## config.mk

```make
export PLATFORM = sky130hd
export DESIGN_NAME = id_scoreboard_flat
export DESIGN_NICKNAME = d
export VERILOG_FILES = /design/src/rtl/id_scoreboard_if.sv /design/src/rtl/id_scoreboard.sv /design/src/flat_wrapper.sv
export SDC_FILE = /design/constraint.sdc
export NUM_CORES = 1
export LEC_CHECK = 0
export CAP_MARGIN = 10
export CORE_MARGIN = 2
export CORE_UTILIZATION = 45
export DETAILED_ROUTE_END_ITERATION = 8
export DONT_BUFFER_PORTS = 1
export PLACE_DENSITY_LB_ADDON = 0.08
export REMOVE_ABC_BUFFERS = 1
export SYNTH_ARGS = -nofsm -noshare
export SYNTH_HDL_FRONTEND = slang
export SYNTH_SLANG_ARGS = --single-unit
```

## constraint.sdc

```tcl
create_clock -name clk -period 75.1 [get_ports clk]
set_input_delay 15.02 -clock clk [delete_from_list [all_inputs] [get_ports clk]]
set_output_delay 15.02 -clock clk [all_outputs]
set_load 0.05 [all_outputs]
```

## src/rtl/id_scoreboard_if.sv

```systemverilog
// Decode-stage hazard scoreboard bundle: ID instruction fields, EX controls and
// scoreboard status. master = pipeline side, slave = scoreboard.
interface id_scoreboard_if #(
    parameter int NUM_FILES = 2,
    parameter int NUM_REGS  = 32,
    parameter int LAT_W     = 3
);
    localparam int RW = $clog2(NUM_REGS);
    localparam int FW = (NUM_FILES > 1) ? $clog2(NUM_FILES) : 1;
    localparam int PW = RW + 1;

    logic                    id_valid;
    logic [2:0]              id_src_en;
    logic [3*FW-1:0]         id_src_file;
    logic [RW-1:0]           id_rs1;
    logic [RW-1:0]           id_rs2;
    logic [RW-1:0]           id_rs3;
    logic                    id_rd_en;
    logic [FW-1:0]           id_rd_file;
    logic [RW-1:0]           id_rd;
    logic [LAT_W-1:0]        id_lat;
    logic                    ex_stall;
    logic                    ex_flush;
    logic                    id_stall;
    logic                    id_issue;
    logic                    sb_busy;
    logic [NUM_FILES*PW-1:0] sb_pending;

    modport master (
        output id_valid, id_src_en, id_src_file, id_rs1, id_rs2, id_rs3,
               id_rd_en, id_rd_file, id_rd, id_lat, ex_stall, ex_flush,
        input  id_stall, id_issue, sb_busy, sb_pending
    );

    modport slave (
        input  id_valid, id_src_en, id_src_file, id_rs1, id_rs2, id_rs3,
               id_rd_en, id_rd_file, id_rd, id_lat, ex_stall, ex_flush,
        output id_stall, id_issue, sb_busy, sb_pending
    );
endinterface

```

## src/rtl/id_scoreboard.sv

```systemverilog
// Per-register countdown scoreboard for in-flight writes across NUM_FILES register files.
// Optional macro SB_WAW_CHECK_EN: stall ID while an older write to the same destination outlives the new one.
module id_scoreboard #(
    parameter int NUM_FILES = 2,
    parameter int NUM_REGS  = 32,
    parameter int LAT_W     = 3
) (
    input  logic             clk,
    input  logic             rst,
    id_scoreboard_if.slave   sb
);
    localparam int RW = $clog2(NUM_REGS);
    localparam int FW = (NUM_FILES > 1) ? $clog2(NUM_FILES) : 1;
    localparam int PW = RW + 1;

    logic [LAT_W-1:0]        cnt_r     [NUM_FILES][NUM_REGS];
    logic [LAT_W-1:0]        cnt_nxt_s [NUM_FILES][NUM_REGS];
    logic [FW-1:0]           src_file_s [3];
    logic [RW-1:0]           src_idx_s  [3];
    logic                    src_haz_s;
    logic                    waw_s;
    logic                    rd_ok_s;
    logic                    load_s;
    logic                    stall_s;
    logic                    issue_s;
    logic                    busy_s;
    logic [NUM_FILES*PW-1:0] pend_s;
    logic                    busy_r;
    logic [NUM_FILES*PW-1:0] pend_r;

    function automatic logic file_ok(input logic [FW-1:0] f);
        return int'(f) < NUM_FILES;
    endfunction

    // Integer register x0 is hardwired and never reserved nor checked.
    function automatic logic is_x0(input logic [FW-1:0] f, input logic [RW-1:0] r);
        return (f == {FW{1'b0}}) && (r == {RW{1'b0}});
    endfunction

    assign src_idx_s[0]  = sb.id_rs1;
    assign src_idx_s[1]  = sb.id_rs2;
    assign src_idx_s[2]  = sb.id_rs3;
    assign src_file_s[0] = sb.id_src_file[0*FW +: FW];
    assign src_file_s[1] = sb.id_src_file[1*FW +: FW];
    assign src_file_s[2] = sb.id_src_file[2*FW +: FW];

    // Read-after-write hazard on any enabled source.
    always_comb begin
        src_haz_s = 1'b0;
        for (int s = 0; s < 3; s++) begin
            if (sb.id_src_en[s] && file_ok(src_file_s[s]) && !is_x0(src_file_s[s], src_idx_s[s]) &&
                (cnt_r[src_file_s[s]][src_idx_s[s]] != {LAT_W{1'b0}})) begin
                src_haz_s = 1'b1;
            end else begin
                src_haz_s = src_haz_s;
            end
        end
    end

    assign rd_ok_s = sb.id_rd_en && file_ok(sb.id_rd_file);

`ifdef SB_WAW_CHECK_EN
    assign waw_s = rd_ok_s && (cnt_r[sb.id_rd_file][sb.id_rd] > sb.id_lat);
`else
    assign waw_s = 1'b0;
`endif

    assign stall_s = sb.id_valid && (src_haz_s || waw_s);
    assign issue_s = sb.id_valid && !stall_s && !sb.ex_stall && !sb.ex_flush;
    assign load_s  = issue_s && rd_ok_s && (sb.id_lat != {LAT_W{1'b0}}) &&
                     !is_x0(sb.id_rd_file, sb.id_rd);

    // Counter next state: freeze on ex_stall, otherwise reservation load beats decrement.
    always_comb begin
        for (int f = 0; f < NUM_FILES; f++) begin
            for (int r = 0; r < NUM_REGS; r++) begin
                if (sb.ex_stall) begin
                    cnt_nxt_s[f][r] = cnt_r[f][r];
                end else if (load_s && (FW'(f) == sb.id_rd_file) && (RW'(r) == sb.id_rd)) begin
                    cnt_nxt_s[f][r] = sb.id_lat;
                end else if (cnt_r[f][r] != {LAT_W{1'b0}}) begin
                    cnt_nxt_s[f][r] = cnt_r[f][r] - {{(LAT_W-1){1'b0}}, 1'b1};
                end else begin
                    cnt_nxt_s[f][r] = cnt_r[f][r];
                end
            end
        end
    end

    // Status derived from next-state counters so the registered copy is current.
    always_comb begin
        pend_s = {(NUM_FILES*PW){1'b0}};
        for (int f = 0; f < NUM_FILES; f++) begin
            for (int r = 0; r < NUM_REGS; r++) begin
                if (cnt_nxt_s[f][r] != {LAT_W{1'b0}}) begin
                    pend_s[f*PW +: PW] = pend_s[f*PW +: PW] + PW'(1'b1);
                end else begin
                    pend_s[f*PW +: PW] = pend_s[f*PW +: PW];
                end
            end
        end
        busy_s = |pend_s;
    end

    // State and status registers; reset wins over any same-cycle issue.
    always_ff @(posedge clk) begin
        if (rst) begin
            for (int f = 0; f < NUM_FILES; f++) begin
                for (int r = 0; r < NUM_REGS; r++) begin
                    cnt_r[f][r] <= {LAT_W{1'b0}};
                end
            end
            busy_r <= 1'b0;
            pend_r <= {(NUM_FILES*PW){1'b0}};
        end else begin
            cnt_r  <= cnt_nxt_s;
            busy_r <= busy_s;
            pend_r <= pend_s;
        end
    end

    assign sb.id_stall   = stall_s;
    assign sb.id_issue   = issue_s;
    assign sb.sb_busy    = busy_r;
    assign sb.sb_pending = pend_r;
endmodule

```

## src/flat_wrapper.sv

```systemverilog
// flat-port wrapper written by rule: the top's interface ports become plain ports
module id_scoreboard_flat 
#(
    parameter int NUM_FILES = 2,
    parameter int NUM_REGS  = 32,
    parameter int LAT_W     = 3
)
  (clk, rst, sb_id_valid, sb_id_src_en, sb_id_src_file, sb_id_rs1, sb_id_rs2, sb_id_rs3, sb_id_rd_en, sb_id_rd_file, sb_id_rd, sb_id_lat, sb_ex_stall, sb_ex_flush, sb_id_stall, sb_id_issue, sb_sb_busy, sb_sb_pending);
  id_scoreboard_if #(.NUM_FILES(NUM_FILES), .NUM_REGS(NUM_REGS), .LAT_W(LAT_W)) sb_i ();
  input  logic clk;
  input  logic rst;
  input wire logic [$bits(sb_i.id_valid)-1:0] sb_id_valid;
  input wire logic [$bits(sb_i.id_src_en)-1:0] sb_id_src_en;
  input wire logic [$bits(sb_i.id_src_file)-1:0] sb_id_src_file;
  input wire logic [$bits(sb_i.id_rs1)-1:0] sb_id_rs1;
  input wire logic [$bits(sb_i.id_rs2)-1:0] sb_id_rs2;
  input wire logic [$bits(sb_i.id_rs3)-1:0] sb_id_rs3;
  input wire logic [$bits(sb_i.id_rd_en)-1:0] sb_id_rd_en;
  input wire logic [$bits(sb_i.id_rd_file)-1:0] sb_id_rd_file;
  input wire logic [$bits(sb_i.id_rd)-1:0] sb_id_rd;
  input wire logic [$bits(sb_i.id_lat)-1:0] sb_id_lat;
  input wire logic [$bits(sb_i.ex_stall)-1:0] sb_ex_stall;
  input wire logic [$bits(sb_i.ex_flush)-1:0] sb_ex_flush;
  output wire logic [$bits(sb_i.id_stall)-1:0] sb_id_stall;
  output wire logic [$bits(sb_i.id_issue)-1:0] sb_id_issue;
  output wire logic [$bits(sb_i.sb_busy)-1:0] sb_sb_busy;
  output wire logic [$bits(sb_i.sb_pending)-1:0] sb_sb_pending;
  assign sb_i.id_valid = sb_id_valid;
  assign sb_i.id_src_en = sb_id_src_en;
  assign sb_i.id_src_file = sb_id_src_file;
  assign sb_i.id_rs1 = sb_id_rs1;
  assign sb_i.id_rs2 = sb_id_rs2;
  assign sb_i.id_rs3 = sb_id_rs3;
  assign sb_i.id_rd_en = sb_id_rd_en;
  assign sb_i.id_rd_file = sb_id_rd_file;
  assign sb_i.id_rd = sb_id_rd;
  assign sb_i.id_lat = sb_id_lat;
  assign sb_i.ex_stall = sb_ex_stall;
  assign sb_i.ex_flush = sb_ex_flush;
  assign sb_id_stall = sb_i.id_stall;
  assign sb_id_issue = sb_i.id_issue;
  assign sb_sb_busy = sb_i.sb_busy;
  assign sb_sb_pending = sb_i.sb_pending;
  id_scoreboard #(.NUM_FILES(NUM_FILES), .NUM_REGS(NUM_REGS), .LAT_W(LAT_W)) u_core (.clk(clk), .rst(rst), .sb(sb_i));
endmodule
```

==> results.sh, run 1 <==
export IMPL_cts_sinks=205
export IMPL_routedWlPerCell_um=21.2
export IMPL_dpl_hpwl_um=64300
export IMPL_grt_antenna_before_repair=2
export IMPL_async_flop_share_pct=0
export IMPL_numCtsBuffers=26
export IMPL_cap_violations=0
export IMPL_dr_pass1_iters=6
export IMPL_die_area_sq_um=59700
export IMPL_cp_common_cell="ha_1"
export IMPL_rsz0062_at_grt="no"
export IMPL_portBuffers=0
export IMPL_synth_simple_area_share_pct=25.2
export IMPL_reg2reg_to="u_core.sb.sb_busy$_SDFF_PP0_"
export IMPL_worst_pin_slew_ns=1.28
export IMPL_whs_endpoint="u_core.cnt_r[56]$_SDFF_PP0_"
export IMPL_synth_compound_area_share_pct=18.6
export IMPL_cts_setup_buffers=0
export IMPL_fin_crit_sh_pct=51.4
export IMPL_cts_max_level=1
export IMPL_start_util_pct=45.3
export IMPL_synthToLayoutAreaGrowth_pct=4.73
export IMPL_dieHeight_um=244
export IMPL_layout_nets=3563
export IMPL_crit_path_end_kind="flip-flop"
export IMPL_rr_worst_depth=109
export IMPL_ys_warnings_count=0
export IMPL_status="finished, final reports clean"
export IMPL_path_clk_slew_ns=0.06
export IMPL_grt_use_total_pct=28.1
export IMPL_wl_um=85900
export IMPL_multi_input_area_sq_um=19900
export IMPL_hold_class="reg -> reg"
export IMPL_min_from="u_core.cnt_r[56]$_SDFF_PP0_"
export IMPL_hold_viol_final=0
export IMPL_synthAdderAreaFrac_pct=12.3
export IMPL_slowest_stage="or4_4"
export IMPL_synth_top_family_by_area="simple AND/OR/NAND/NOR gates"
export IMPL_synth_edf_count=0
export IMPL_holdPathStages=2
export IMPL_num_fill_cells=5607
export IMPL_mostFrequentLayoutCells="401 x nor2_1, 322 x inv_1, 254 x ha_1"
export IMPL_path_class="in -> reg"
export IMPL_ys_seq_area_share_pct=15.8
export IMPL_tns_ns=0
export IMPL_vias_per_cell=6.02
export IMPL_r2r_setup_slack_ns=50.34
export IMPL_skew_ns=0.0255
export IMPL_place_congestion=0.954
export IMPL_synth_xor_area_share_pct=12.1
export IMPL_cts_tree="built"
export IMPL_ys_flop_type="dfxtp_1"
export IMPL_worstPathMaxFanout=45
export IMPL_synthMuxAreaShare_pct=8.37
export IMPL_num_io_pins=51
export IMPL_seqCellArea_sq_um=4100
export IMPL_cts_root_buf="clkbuf_16"
export IMPL_clock_latency_ns=0.58
export IMPL_ys_ff_latch=205
export IMPL_synth_distinct_cells=125
export IMPL_rows=88
export IMPL_min_period_ns=38.57
export IMPL_setup_viol=0
export IMPL_cp_data_arrival_time_ns=38.99
export IMPL_synth_area_per_cell_sq_um=7.68
export IMPL_drcViolationCount=0
export IMPL_cp_start_kind="input port"
export IMPL_ctsResizeCount=0
export IMPL_max_stage_delay_ns=0.69
export IMPL_gr_total_overflow=0
export IMPL_required_ns=75.52
export IMPL_layout_drive_gt1_share_pct=8.30
export IMPL_dr_first_iter_drc_count=1830
export IMPL_vias=24400
export IMPL_layout_commonest_cell="nor2_1"
export IMPL_synthesis_area_sq_um=26000
export IMPL_maxSlewHeadroom_pct=14.5
export IMPL_r2r_start="u_core.cnt_r[161]$_SDFF_PP0_"
export IMPL_cts_hold_buffers=0
export IMPL_first_global_vias=23400
export IMPL_grt_max_degree=260
export IMPL_dieWidth_um=244
export IMPL_max_freq_mhz=25.9
export IMPL_clk_path_buf_depth=3
export IMPL_ant_nets=0
export IMPL_synthCells=3384
export IMPL_drv_slew=0
export IMPL_core_area_sq_um=57400
export IMPL_grt_first_pass_wirelength_um=133000
-- per-layer routing --
metal	GRT usage [%]	vias to the layer above	share of wire (%)
li1	-	11700	-
met1	38.0	11700	46
met2	45.2	746	44
met3	3.48	177	5.7
met4	11.7	2	4.3
met5	0	-	0.021
-- worst max-delay path by stage --
stage | endpoint | start | cells after the start
6_report | u_core.sb.sb_busy$_SDFF_PP0_ | sb_id_rs1[1] | 109
5_1_grt | u_core.sb.sb_busy$_SDFF_PP0_ | sb_id_src_file[1] | 109
4_1_cts | u_core.sb.sb_busy$_SDFF_PP0_ | sb_id_rs1[1] | 109
3_5_place_dp | u_core.sb.sb_busy$_SDFF_PP0_ | sb_id_rs1[1] | 109
3_3_place_gp | u_core.sb.sb_busy$_SDFF_PP0_ | sb_id_rs1[1] | 109
2_1_floorplan | u_core.sb.sb_busy$_SDFF_PP0_ | sb_id_rs1[1] | 109
-- registers in the layout, indices dropped and copies added (netlist names) --
register and count:
u_core.cnt_r 192, u_core.sb.sb_pending 12, u_core.sb.sb_busy 1
-- critical path: cells and delay by family --
family | cells | cell delay (ns)
muxes | 14 | 3.74
xor gates and xnor gates | 1 | 0.29
and+or+nand+nor | 25 | 5.50
AOI/OAI and AO/OA | 28 | 4.97
adders and majority gates | 30 | 8.74
buffers and inverters | 11 | 0.64
-- layout make-up --
cell class	count	area share [%]
well taps	765	3.51
flip-flops and latches	205	15.1
inverters	326	4.50
diodes	2	0.0184
multi-input cells	2696	73.2
clock inverters	7	0.243
clock buffers	39	2.98
repair buffers	18	0.496
-- cells by family (layout without fill, tap and decap cells) --
group                    count (synthesis)  after routing
AO/OA/AOI/OAI                          701            701
XOR/XNOR                               253            253
adder cells (fa/ha/maj)                257            257
buffers and inverters                  483            390
flip-flops                             205            205
multiplexers                           173            173
other                                    0              2
AND/OR/NAND/NOR                       1312           1312
-- through the flow --
step	utilization, %	hold WS, ns	cell area (sq um)	setup slack (ns)	instances
4_1_cts	47.5	0.519	27200	36.78	4056
2_1_floorplan	-	0.477	25200	36.76	3227
5_1_grt	47.5	0.564	27200	35.05	4056
3_3_place_gp	45.9	0.510	26400	36.95	4010
3_5_place_dp	45.9	0.509	26400	36.27	4010
6_report	47.5	0.520	27200	36.53	4058
-- synthesized netlist by cell type, types with 77 or more instances --
master	instances	area, sq um
nor2b_1	77	482
nand2_1	252	946
xnor2_1	126	1100
ha_1	254	3180
clkbuf_1	89	334
nand3_1	86	430
dfxtp_1	205	4100
mux2i_1	92	921
nor2_1	402	1510
nor3_1	155	776
inv_1	323	1210
o21ai_0	93	465
a21oi_1	194	971
Power of run 1 is left out: the tool's default activity adds up to more than one toggle a clock period on the data nets, which glitch-free logic cannot reach.
==> run 2, diff against run 1 <==
- clock period: 75.1 -> 38.8 ns (I/O delays scaled with it)
==> run 2 against run 1 <==
  * First-iteration DRC count is 9.7% higher
  * Design area is 0.11% higher
  * Setup slack worse by 29 ns
  * Global-route usage is 0.090 points higher
  * Utilization is 0.055 points higher
  * Sequential share of layout area hardly changed
  * Critical endpoint unchanged
  * Largest cell class unchanged
==> results.sh, run 2 (synthesized netlist as in run 1, its figures left out) <==
export IMPL_cts_tree="built"
export IMPL_layout_nets=3564
export IMPL_path_clk_slew_ns=0.06
export IMPL_die_area_sq_um=59700
export IMPL_layout_commonest_cell="nor2_1"
export IMPL_hold_class="reg -> reg"
export IMPL_dpl_hpwl_um=64300
export IMPL_clk_path_buf_depth=3
export IMPL_place_congestion=0.946
export IMPL_drv_slew=0
export IMPL_n_antenna_cell=0
export IMPL_drcViolationCount=0
export IMPL_rsz0062_at_grt="no"
export IMPL_largest_register="u_core.cnt_r"
export IMPL_path_class="in -> reg"
export IMPL_ant_nets=0
export IMPL_routedWlPerCell_um=21.2
export IMPL_cts_hold_buffers=0
export IMPL_fin_crit_sh_pct=81.0
export IMPL_dr_pass1_iters=5
export IMPL_setup_viol=0
export IMPL_max_stage_delay_ns=0.78
export IMPL_grt_antenna_before_repair=2
export IMPL_synthToLayoutAreaGrowth_pct=4.85
export IMPL_first_global_vias=23400
export IMPL_dr_first_iter_drc_count=2007
export IMPL_cp_top_family="adder cells"
export IMPL_maxSlewHeadroom_pct=27.4
export IMPL_portBuffers=0
export IMPL_slowest_stage="or4_4"
export IMPL_tns_ns=0
export IMPL_crit_buf_inv=12
export IMPL_cp_common_cell="ha_1"
export IMPL_clock_latency_ns=0.59
export IMPL_grt_use_total_pct=28.2
export IMPL_gr_total_overflow=0
export IMPL_num_io_pins=51
export IMPL_cp_data_arrival_time_ns=31.85
export IMPL_rows=88
export IMPL_cap_violations=0
export IMPL_layout_drive_gt1_share_pct=8.35
export IMPL_grt_max_degree=260
export IMPL_core_area_sq_um=57400
export IMPL_worst_pin_slew_ns=1.08
export IMPL_largest_reg_flops=192
export IMPL_num_fill_cells=5633
export IMPL_grt_first_pass_wirelength_um=134000
export IMPL_mostFrequentLayoutCells="401 x nor2_1, 322 x inv_1, 254 x ha_1"
export IMPL_status="finished, final reports clean"
export IMPL_worstPathMaxFanout=36
export IMPL_cp_start_kind="input port"
export IMPL_numCtsBuffers=26
export IMPL_skew_ns=0.0297
export IMPL_ctsResizeCount=0
export IMPL_cts_root_buf="clkbuf_16"
export IMPL_multi_input_area_sq_um=19900
export IMPL_cts_sinks=205
export IMPL_max_freq_mhz=31.8
export IMPL_start_util_pct=45.3
export IMPL_required_ns=39.24
export IMPL_min_period_ns=31.41
export IMPL_dieWidth_um=244
export IMPL_cts_max_level=1
export IMPL_vias=24500
export IMPL_cts_setup_buffers=0
export IMPL_crit_path_end_kind="flip-flop"
export IMPL_wl_um=86100
export IMPL_dieHeight_um=244
export IMPL_seqCellArea_sq_um=4100
export IMPL_hold_viol_final=0
export IMPL_vias_per_cell=6.04
==> run 2: cell types whose count changed in the layout (fill, tap and decap cells not counted) <==
cell        previous run  this run
clkbuf_8               9         6
clkbuf_1               3         4
diode_2                2         0
buf_4                 18        19
clkinvlp_4             1         3
clkbuf_16             27        26
bufinv_16              1         3
clkinv_8               0         1
==> run 2: metrics by stage <==
step / area, sq um / worst slack [ns] / cells / hold WS (ns) / utilization (%)
after CTS: 27300 / 7.43 / 4059 / 0.518 / 47.5
after detailed placement: 26400 / 6.85 / 4011 / 0.511 / 46.0
after global placement: 26400 / 7.64 / 4011 / 0.509 / 46.0
after floorplan: 25200 / 7.72 / 3227 / 0.477 / -
after global routing: 27300 / 5.65 / 4059 / 0.559 / 47.5
final: 27300 / 7.39 / 4059 / 0.517 / 47.5
==> run 2: path summary, 6_finish.rpt <==
check / start / to / slack, ns / cells past startpoint
setup reg to reg: u_core.cnt_r[161]$_SDFF_PP0_ / u_core.sb.sb_busy$_SDFF_PP0_ / 13.96 / 109
hold reg to reg: u_core.cnt_r[166]$_SDFF_PP0_ / u_core.cnt_r[166]$_SDFF_PP0_ / 0.52 / 2
setup / recovery: sb_id_src_file[1] / u_core.sb.sb_busy$_SDFF_PP0_ / 7.39 / 109
hold / removal: u_core.cnt_r[166]$_SDFF_PP0_ / u_core.cnt_r[166]$_SDFF_PP0_ / 0.52 / 2
==> run 2: worst reg2reg max path: cells and delay by family (launching register included) <==
| kind | cells | cell delay [ns] |
|---|---|---|
| xor gates and xnor gates | 1 | 0.48 |
| and+or+nand+nor | 25 | 6.01 |
| adders and majority gates | 30 | 8.68 |
| DFF | 1 | 0.34 |
| buffers and inverters | 11 | 0.63 |
| muxes | 14 | 3.74 |
| AOI/OAI and AO/OA | 28 | 4.87 |
==> run 2: layer usage <==
metal	up-vias	share of wire [%]	GRT usage (%)
met4	0	3.8	10.4
met3	163	5.8	3.33
met1	11900	46	38.3
li1	11800	-	-
met2	671	45	45.8
met5	-	0	0
==> run 2: layout make-up <==
class	instances	share of cell area [%]
multi-input combinational	2696	73.1
clock buffer	36	2.74
sequential	205	15.1
timing repair buffer	19	0.523
clock inverter	12	0.578
tap	765	3.51
inverter	326	4.49
Power of run 2 is left out for the same reason.
